### config.mk
export PLATFORM = sky130hd
export DESIGN_NAME = mem_port_arbiter
export DESIGN_NICKNAME = d
export VERILOG_FILES = /design/src/rtl/mem_port_arbiter_pkg.sv /design/src/rtl/mem_port_arbiter.sv
export SDC_FILE = /design/constraint.sdc
export NUM_CORES = 1
export LEC_CHECK = 0
export CORE_MARGIN = 8
export CORE_UTILIZATION = 60
export CTS_BUF_LIST = sky130_fd_sc_hd__clkbuf_4 sky130_fd_sc_hd__clkbuf_8
export DETAILED_ROUTE_END_ITERATION = 7
export DONT_BUFFER_PORTS = 1
export PLACE_DENSITY = 0.76
export SKIP_LAST_GASP = 1
export SYNTH_ARGS = -nofsm -noshare
export SYNTH_HDL_FRONTEND = slang
export SYNTH_SLANG_ARGS = --single-unit
### constraint.sdc
create_clock -name clk -period 4.4 [get_ports clk]
set_input_delay 0.88 -clock clk [delete_from_list [all_inputs] [get_ports clk]]
set_output_delay 0.88 -clock clk [all_outputs]
set_load 0.005 [all_outputs]
### src/rtl/mem_port_arbiter_pkg.sv
// rtl/mem_port_arbiter_pkg.sv - shared encodings and default widths for the memory port arbiter
package mem_port_arbiter_pkg;

  localparam int DEF_AW = 32;
  localparam int DEF_DW = 32;

  localparam logic [1:0] S_IDLE   = 2'd0;
  localparam logic [1:0] S_ACCESS = 2'd1;
  localparam logic [1:0] S_RESP   = 2'd2;
  localparam logic [1:0] S_DONE   = 2'd3;

  localparam logic OWN_I = 1'b0;
  localparam logic OWN_D = 1'b1;

endpackage

### src/rtl/mem_port_arbiter.sv
// rtl/mem_port_arbiter.sv - single-port memory sequencer for fetch and load/store requesters
// Data wins arbitration unless fetch has already lost STARVE_MAX grants in a row.
module mem_port_arbiter
  import mem_port_arbiter_pkg::*;
#(
  parameter int AW         = DEF_AW,
  parameter int DW         = DEF_DW,
  parameter int MEM_LAT    = 1,
  parameter int STARVE_MAX = 3
) (
  input  logic            clk,
  input  logic            rst,
  input  logic            if_req,
  input  logic [AW-1:0]   if_addr,
  output logic            if_valid,
  output logic [DW-1:0]   if_rdata,
  input  logic            d_req,
  input  logic            d_we,
  input  logic [DW/8-1:0] d_be,
  input  logic [AW-1:0]   d_addr,
  input  logic [DW-1:0]   d_wdata,
  output logic            d_valid,
  output logic [DW-1:0]   d_rdata,
  output logic            mem_en,
  output logic            mem_we,
  output logic [DW/8-1:0] mem_be,
  output logic [AW-1:0]   mem_addr,
  output logic [DW-1:0]   mem_wdata,
  input  logic [DW-1:0]   mem_rdata,
  output logic            busy
);

  localparam int LW = (MEM_LAT > 1) ? $clog2(MEM_LAT) : 1;
  localparam int SW = (STARVE_MAX > 0) ? $clog2(STARVE_MAX + 1) : 1;

  logic [1:0]    state;
  logic          owner;
  logic          we_r;
  logic [LW-1:0] lat_cnt;
  logic [SW-1:0] starve_cnt;
  logic          grant_d;
  logic          starved;

  assign starved = (starve_cnt == SW'(STARVE_MAX));
  assign grant_d = d_req && !(if_req && starved);

  always_ff @(posedge clk) begin
    if (rst) begin
      state      <= S_IDLE;
      owner      <= OWN_I;
      we_r       <= 1'b0;
      lat_cnt    <= '0;
      starve_cnt <= '0;
      mem_en     <= 1'b0;
      mem_we     <= 1'b0;
      mem_be     <= '0;
      mem_addr   <= '0;
      mem_wdata  <= '0;
      if_rdata   <= '0;
      d_rdata    <= '0;
    end else begin
      // The strobe is a single-cycle pulse issued on the grant edge.
      mem_en <= 1'b0;
      mem_we <= 1'b0;
      case (state)
        S_IDLE: begin
          if (d_req || if_req) begin
            owner     <= grant_d ? OWN_D : OWN_I;
            we_r      <= grant_d && d_we;
            mem_addr  <= grant_d ? d_addr : if_addr;
            mem_be    <= grant_d ? d_be : '1;
            mem_wdata <= grant_d ? d_wdata : '0;
            mem_en    <= 1'b1;
            mem_we    <= grant_d && d_we;
            lat_cnt   <= '0;
            state     <= S_ACCESS;
            if (grant_d && if_req) begin
              if (!starved) starve_cnt <= starve_cnt + 1'b1;
            end else begin
              starve_cnt <= '0;
            end
          end
        end
        S_ACCESS: begin
          lat_cnt <= lat_cnt + 1'b1;
          if (lat_cnt == LW'(MEM_LAT - 1)) state <= S_RESP;
        end
        S_RESP: begin
          if (owner == OWN_I) if_rdata <= mem_rdata;
          else if (!we_r)     d_rdata  <= mem_rdata;
          state <= S_DONE;
        end
        default: state <= S_IDLE;
      endcase
    end
  end

  assign if_valid = (state == S_DONE) && (owner == OWN_I);
  assign d_valid  = (state == S_DONE) && (owner == OWN_D);
  assign busy     = (state != S_IDLE);

endmodule

* Yosys cells after proc, flatten, opt, wreduce, memory -nomap -nowiden
Cells that the tools add are included.
** Storage, ports and cells
- Word-level logic and storage cells :: 56
- Register bits after elaboration :: 141
- Output and inout port bits :: 137
- Input bits :: 137
** Operators by class
- Add/subtract/negate cells :: 2
- Mux-type cells :: 12
- Equality and inequality tests :: 7
- Bitwise gates (word level) :: 4
- Reduce and logical (&&, ||, !) cells :: 19
** Operator list (number)
- $mux 32 :: 2
- $mux 2 :: 4
- $reduce_and 2->1 :: 4
- $eq 2x2->1 const B :: 3
- $logic_and 1x1->1 :: 6
- $ne 2x2->1 const B :: 3
- $pmux 2 s3 :: 1
- $reduce_and 3->1 :: 2
- $mux 4 :: 1
- $not 1->1 :: 4
- $reduce_bool 2->1 :: 2
- $mux 1 :: 3
- $reduce_or 3->1 :: 1
- $add 2x1->2 const B :: 1
- $eq 2x1->1 const B :: 1
- $logic_not 2->1 :: 1
- $pmux 1 s2 :: 1
- $reduce_or 2->1 :: 1
- $add 1x1->1 const B :: 1
- $logic_not 1->1 :: 1
- $logic_or 1x1->1 :: 1

* Logic depth before layout (Yosys ltp)
Gate-level depths: netlist (run 1).
- Depth after elaboration :: 7
- Depth in mapped cells :: 8
- Mapped depth without buffers :: 5

* Worst setup path before layout (run 1)
Ideal clock, no wire load.
- Path kind :: input -> register
- Start :: input port if_req
- End :: register mem_wdata[10]
- Slack :: 2501 ps
- Cell stages on the path :: 6
- Arrival time :: 1841 ps
- Setup time :: 59 ps
- Cell sequence :: buf_2 a21bo_1 buf_6 nor3_4 buf_6 a22o_1
** On the way
- Cells in the longest elaborated chain, start to end :: 4
- Elaborated cells between the ends (all ways) :: 6
- Classes of those cells :: mux (1); reduce/logical (5)
** RTL lines
- from (decl) :: RTL line mem_port_arbiter.sv:13 : input logic if_req,
- $logic_and 1x1->1 :: RTL line mem_port_arbiter.sv:45 : assign grant_d = d_req && !(if_req && starved);
- $logic_not 1->1 :: RTL line mem_port_arbiter.sv:45
- $logic_and 1x1->1 :: RTL line mem_port_arbiter.sv:45
- $mux 32 :: RTL line mem_port_arbiter.sv:72 : mem_wdata <= grant_d ? d_wdata : '0;
- to (signal assigned) :: RTL line mem_port_arbiter.sv:72
- to (decl) :: RTL line mem_port_arbiter.sv:28 : output logic [DW-1:0] mem_wdata,
Parallel ways exist; a longest one is shown, timed or not.
A chain may end at the register's enable or synchronous reset.

* Worst setup path in the final report (run 1)
- Start :: register starve_cnt[0]
- End :: register starve_cnt[1]
** On the way
- Cells in the longest elaborated chain, start to end :: 7
- Elaborated cells between the ends (all ways) :: 10
- Classes of those cells :: add/sub (1); eq/ne (2); mux (2); reduce/logical (5)
** RTL lines
- from (decl) :: RTL line mem_port_arbiter.sv:40 : logic [SW-1:0] starve_cnt;
- from (signal assigned) :: RTL line mem_port_arbiter.sv:78 : if (!starved) starve_cnt <= starve_cnt + 1'b1;
- $eq 2x2->1 :: RTL line mem_port_arbiter.sv:44 : assign starved = (starve_cnt == SW'(STARVE_MAX));
- $logic_and 1x1->1 :: RTL line mem_port_arbiter.sv:45
- $logic_not 1->1 :: RTL line mem_port_arbiter.sv:45
- $logic_and 1x1->1 :: RTL line mem_port_arbiter.sv:45
- $logic_and 1x1->1 :: RTL line mem_port_arbiter.sv:77 : if (grant_d && if_req) begin
- $ne 2x2->1 (no source line)
- $reduce_and 3->1 (no source line)
Parallel ways exist; a longest one is shown, timed or not. The select of a mux whose other input is x is not followed.

==> results of run 1 <==
==> power groups by stage <==
stage	Combinational, mW	Clock (mW)	Sequential [mW]
after CTS	0.750	1.09	1.77
after global placement	0.711	0	1.79
after floorplan	0.640	0	1.71
after global routing	0.851	1.16	1.80
after detailed placement	0.750	0	1.80
final	0.743	1.08	1.77
==> cells in the final DEF, fill, tap and decap left out, types with 2 or more instances in the layout <==
master	n
a21oi_1	131
o221a_2	4
dfxtp_1	141
nand2_1	165
bufinv_16	3
nand3b_1	2
o21a_1	2
inv_6	3
clkbuf_4	2
inv_1	3
a22o_1	32
inv_2	2
ha_1	5
clkinvlp_4	4
o21ai_0	31
nor2_1	3
buf_4	6
clkbuf_8	18
==> metal layers <==
metal / global-route usage, % / vias up / part of all wire [%]
met4: 8.62 / 0 / 2.1
li1: - / 1952 / -
met1: 24.2 / 1943 / 34
met2: 38.9 / 201 / 52
met3: 11.5 / 27 / 12
met5: 0 / - / 0
==> metrics by stage <==
step	worst slack (ps)	instances
6_report	1920	684
2_1_floorplan	2500	589
3_5_place_dp	1560	652
5_1_grt	1750	684
4_1_cts	1890	684
3_3_place_gp	1630	652
==> worst max-delay path: cells and delay by family (launching register included) <==
kind                       cells  cell delay [ps]
AOI/OAI and AO/OA              2              830
DFF                            1              330
adders and majority gates      1              230
and+or+nand+nor                1             1020
==> logic make-up (layout without fill, tap and decap cells) <==
logic type	count (synthesis)	after routing	share of synthesized area (%)
adder cells (fa/ha/maj)	5	5	1.23
AO/OA/AOI/OAI	210	210	24.2
buffers and inverters	53	43	4.93
flip-flops	141	141	55.3
AND/OR/NAND/NOR	179	179	14.1
multiplexers	1	1	0.196
==> final timing paths <==
check        cells past startpoint  slack (ps)           from            end
max reg2reg                      4        1920  starve_cnt[0]  starve_cnt[1]
min                              2         470           we_r           we_r
min reg2reg                      2         470           we_r           we_r
max                              4        1920  starve_cnt[0]  starve_cnt[1]
==> area by class of cell <==
class / count / share of cell area, %
tap: 105 / 2.40
clock buffer: 20 / 4.80
inverter: 5 / 0.343
timing repair buffer: 6 / 0.823
sequential: 141 / 51.6
multi-input combinational: 395 / 37.1
clock inverter: 12 / 2.93
==> registers in the layout, indices dropped and copies added (netlist names), 2 cells and up <==
signal,flops
d_rdata,32
if_rdata,32
mem_addr,32
mem_be,4
mem_wdata,32
starve_cnt,2
state,2
==> results.sh, run 1 <==
export IMPL_drc=0
export IMPL_yosys_area_top_type="dfxtp_1"
export IMPL_viasPerCell=6.03
export IMPL_htreeDepth=4
export IMPL_power_frac_comb_pct=20.7
export IMPL_synth_top_cell_area_share_pct=55.3
export IMPL_async_reset_ff_share_pct=0
export IMPL_p_clk_share_pct=30.0
export IMPL_p_sw_mw=1.19
export IMPL_finalPower_mw=3.59
export IMPL_synthCells=589
export IMPL_ctsHoldBuffers=0
export IMPL_final_util_pct=66.6
export IMPL_worst_ep_arrival_time_ps=2830
export IMPL_initial_utilization_pct=62.1
export IMPL_grt_usage_pct=23.1
export IMPL_wl_per_cell_um=20.7
export IMPL_synth_nets=731
export IMPL_numCtsBuffers=17
export IMPL_num_antenna_cells=0
export IMPL_tns_ps=0
export IMPL_cpPeakStageDelay_ps=1020
export IMPL_drtIter0Drc=219
export IMPL_cts_resized=0
export IMPL_grt_pass1_vias=4019
export IMPL_dieWidth_um=108
export IMPL_die_area_um2=11700
export IMPL_fin_area_um2=5470
export IMPL_io_pins=274
export IMPL_grt_pass1_wl_mm=21.4
export IMPL_fmax_ghz=0.404
export IMPL_finalCritPeriodShare_pct=56.3
export IMPL_synth_common_cells="nand2_1 (165), dfxtp_1 (141), a21oi_1 (131)"
export IMPL_ys_types=36
export IMPL_regArea_um2=2820
export IMPL_fin_crit_ps=2480
export IMPL_rsz0062_at_grt="false"
export IMPL_wirelength_mm=14.2
export IMPL_power_internal_mw=2.40
export IMPL_ir_worst_vdd_uv=310
export IMPL_detailed_place_area_um2=5050
export IMPL_multi_input_area_um2=2030
export IMPL_nets=708
export IMPL_worst_setup_path_end_kind="register"
export IMPL_cts_sinks=141
export IMPL_crit_type="register to register"
export IMPL_yosys_most_used_dff="dfxtp_1"
export IMPL_area_growth_pct=7.24
export IMPL_fp_coreArea_um2=8220
export IMPL_finClkSkew_ps=8.87
export IMPL_num_vias=4123
export IMPL_drtPass1Iterations=5
export IMPL_cp_start_kind="register"
export IMPL_cts_buffer_depth=2
export IMPL_yosysWarnings=0
export IMPL_avgSynthCellArea_um2=8.66
export IMPL_slew_violations=0
export IMPL_hold_class="register to register"
export IMPL_yosysMostFrequentCell="nand2_1"
export IMPL_synthTopCellsByArea="dfxtp_1 (55%), a21oi_1 (13%), nand2_1 (12%), a22o_1 (5.5%), o21ai_0 (3.0%)"
export IMPL_p_per_area_nw_per_um2=656
export IMPL_crit_required_ps=4750
export IMPL_crit_chain="ha_1 -> a21bo_1 -> nor3_4 -> a32o_1"
export IMPL_hpwl_mm=10.4
export IMPL_grt_antenna_before_repair=0
export IMPL_setup_viol=0
export IMPL_grt_max_degree=73
export IMPL_power_leakage_nw=2.02
export IMPL_drive_gt1_share_pct=8.46
export IMPL_clk_insertion_delay_late_ps=410
export IMPL_swShare_pct=33.2
export IMPL_crit_fanout=33
export IMPL_drv_cap=0
export IMPL_ys_ff_latch=141
export IMPL_die_h_um=108
export IMPL_row_count=33
export IMPL_cp_slowest_cell="nor3_4"
export IMPL_path_clk_slew_ps=70
export IMPL_synth_edf_count=0
export IMPL_report_final_hold_viol_count=0
export IMPL_ant_nets=0
export IMPL_power_frac_seq_pct=49.3
export IMPL_fillers=691
export IMPL_slew_headroom_pct=22.2
export IMPL_clockRootBuffer="clkbuf_8"
export IMPL_netlist_area_um2=5100
export IMPL_worst_slew_pin_slew_ps=1170
export IMPL_hold_slack_ps=466
export IMPL_tritoncts="yes"
export IMPL_outcome="completed"
export IMPL_globalRoute_totalOverflow=0
export IMPL_port_buffers=0
export IMPL_post_cts_setup_buffers=0
export IMPL_yosysSeqAreaShare_pct=55.3
export IMPL_gp_congestion=0.767
No activity file was read; power rests on OpenSTA's default activity.
==> inputs of run 2 (changes only) <==
==> constraint.sdc (replaced) <==
create_clock -name clk -period 2.3 [get_ports clk]
set_input_delay 0.46 -clock clk [delete_from_list [all_inputs] [get_ports clk]]
set_output_delay 0.46 -clock clk [all_outputs]
set_load 0.005 [all_outputs]
==> results.sh, run 2 (synthesis results as in run 1) <==
export IMPL_tritoncts="yes"
export IMPL_fp_coreArea_um2=8220
export IMPL_num_antenna_cells=0
export IMPL_die_h_um=108
export IMPL_initial_utilization_pct=62.1
export IMPL_layout_common_cells="nand2_1 (165), dfxtp_1 (141), a21oi_1 (131)"
export IMPL_globalRouteMet1Util_pct=23.1
export IMPL_globalRoute_totalOverflow=0
export IMPL_hold_class="primary input to register"
export IMPL_crit_fanout=34
export IMPL_grt_busiest_layer="met2"
export IMPL_ctsHoldBuffers=0
export IMPL_crit_chain="inv_1 -> ha_1 -> o21a_1 -> nor2_4 -> a22o_1"
export IMPL_tns_ps=0
export IMPL_row_count=33
export IMPL_num_vias=4035
export IMPL_grt_usage_pct=22.3
export IMPL_clockRootBuffer="clkbuf_8"
export IMPL_crit_required_ps=2640
export IMPL_drc=0
export IMPL_place_ws_ps=425
export IMPL_outcome="completed"
export IMPL_cp_slowest_cell="nor2_4"
export IMPL_numCtsBuffers=17
export IMPL_hpwl_mm=10.4
export IMPL_htreeDepth=4
export IMPL_worst_setup_path_end_kind="register"
export IMPL_ir_worst_vdd_uv=629
export IMPL_power_leakage_nw=2.05
export IMPL_cp_start_kind="register"
export IMPL_wl_per_cell_um=20.4
export IMPL_nets=714
export IMPL_p_sw_mw=2.22
export IMPL_io_pins=274
export IMPL_fin_crit_ps=1880
export IMPL_dieWidth_um=108
export IMPL_use_met2_pct=38.4
export IMPL_finalCritPeriodShare_pct=81.6
export IMPL_crit_family="simple AND/OR/NAND/NOR gates"
export IMPL_slew_violations=0
export IMPL_drv_cap=0
export IMPL_clk_insertion_delay_late_ps=410
export IMPL_worst_ep_arrival_time_ps=2210
export IMPL_worst_slew_pin_slew_ps=722
export IMPL_cts_sinks=141
export IMPL_finalPower_mw=6.77
export IMPL_cts_resized=0
export IMPL_swShare_pct=32.8
export IMPL_rsz0062_at_grt="false"
export IMPL_report_final_hold_viol_count=0
export IMPL_path_buf_inv=1
export IMPL_crit_type="register to register"
export IMPL_drive_gt1_share_pct=9.09
export IMPL_grt_max_degree=73
export IMPL_final_util_pct=66.9
export IMPL_cpPeakStageDelay_ps=560
export IMPL_setup_viol=0
export IMPL_finClkSkew_ps=13.1
export IMPL_port_buffers=0
export IMPL_power_frac_seq_pct=49.9
export IMPL_power_frac_comb_pct=21.5
export IMPL_ant_nets=0
export IMPL_area_growth_pct=7.70
export IMPL_p_per_area_nw_per_um2=1230
export IMPL_drtPass1Iterations=4
export IMPL_drtIter0Drc=271
export IMPL_fmax_ghz=0.533
export IMPL_post_cts_setup_buffers=0
export IMPL_grt_antenna_before_repair=0
export IMPL_grt_pass1_vias=3943
export IMPL_viasPerCell=5.86
export IMPL_finalWorstSetupSlack_ps=422
export IMPL_power_internal_mw=4.55
export IMPL_wirelength_mm=14.1
export IMPL_gr_usage_met3_pct=11.4
export IMPL_hold_slack_ps=134
export IMPL_cts_buffer_depth=2
export IMPL_final_common_cell="nand2_1"
export IMPL_die_area_um2=11700
export IMPL_path_clk_slew_ps=70
export IMPL_p_clk_share_pct=28.6
export IMPL_gp_congestion=0.805
export IMPL_slew_headroom_pct=51.7
export IMPL_grt_pass1_wl_mm=20.8
[run 2: final timing paths]
check	from	to	slack [ps]	cells after the start
max	state[0]	mem_wdata[15]	420	5
min	rst	d_rdata[7]	130	1
max reg2reg	state[0]	mem_wdata[15]	420	5
min reg2reg	we_r	we_r	460	2
[run 2: power by group through the flow]
stage	registers (mW)	logic, mW	clock network (mW)
after CTS	3.39	1.47	1.98
after global placement	3.43	1.40	0
final	3.38	1.46	1.93
after floorplan	3.27	1.22	0
after detailed placement	3.44	1.47	0
after global routing	3.44	1.64	2.08
[run 2: stage by stage]
| step | instance area [µm²] | cells |
|---|---|---|
| 2_1_floorplan | 5100 | 589 |
| 3_3_place_gp | 5100 | 658 |
| 3_5_place_dp | 5100 | 658 |
| 4_1_cts | 5490 | 688 |
| 5_1_grt | 5490 | 688 |
| 6_report | 5490 | 688 |
[run 2: worst register-to-register path, stage by stage (launching register included)]
cell     delay, ps
dfxtp_1        390
inv_1           90
ha_1           310
o21a_1         190
nor2_4         560
a22o_1         280
[run 2: cell type report]
type / instances / area [µm²]
clock buffers: 18 / 241
clock inverters: 12 / 148
fillers: 699 / 2720
inverters: 5 / 18.8
multi-input cells: 395 / 2030
flip-flops and latches: 141 / 2820
well taps: 105 / 131
repair buffers: 12 / 103
[run 2: routing by layer]
metal,vias up,part of all wire (%)
met1,1875,35
met5,-,0
li1,1965,-
met3,16,12
met4,0,1.2
met2,179,52
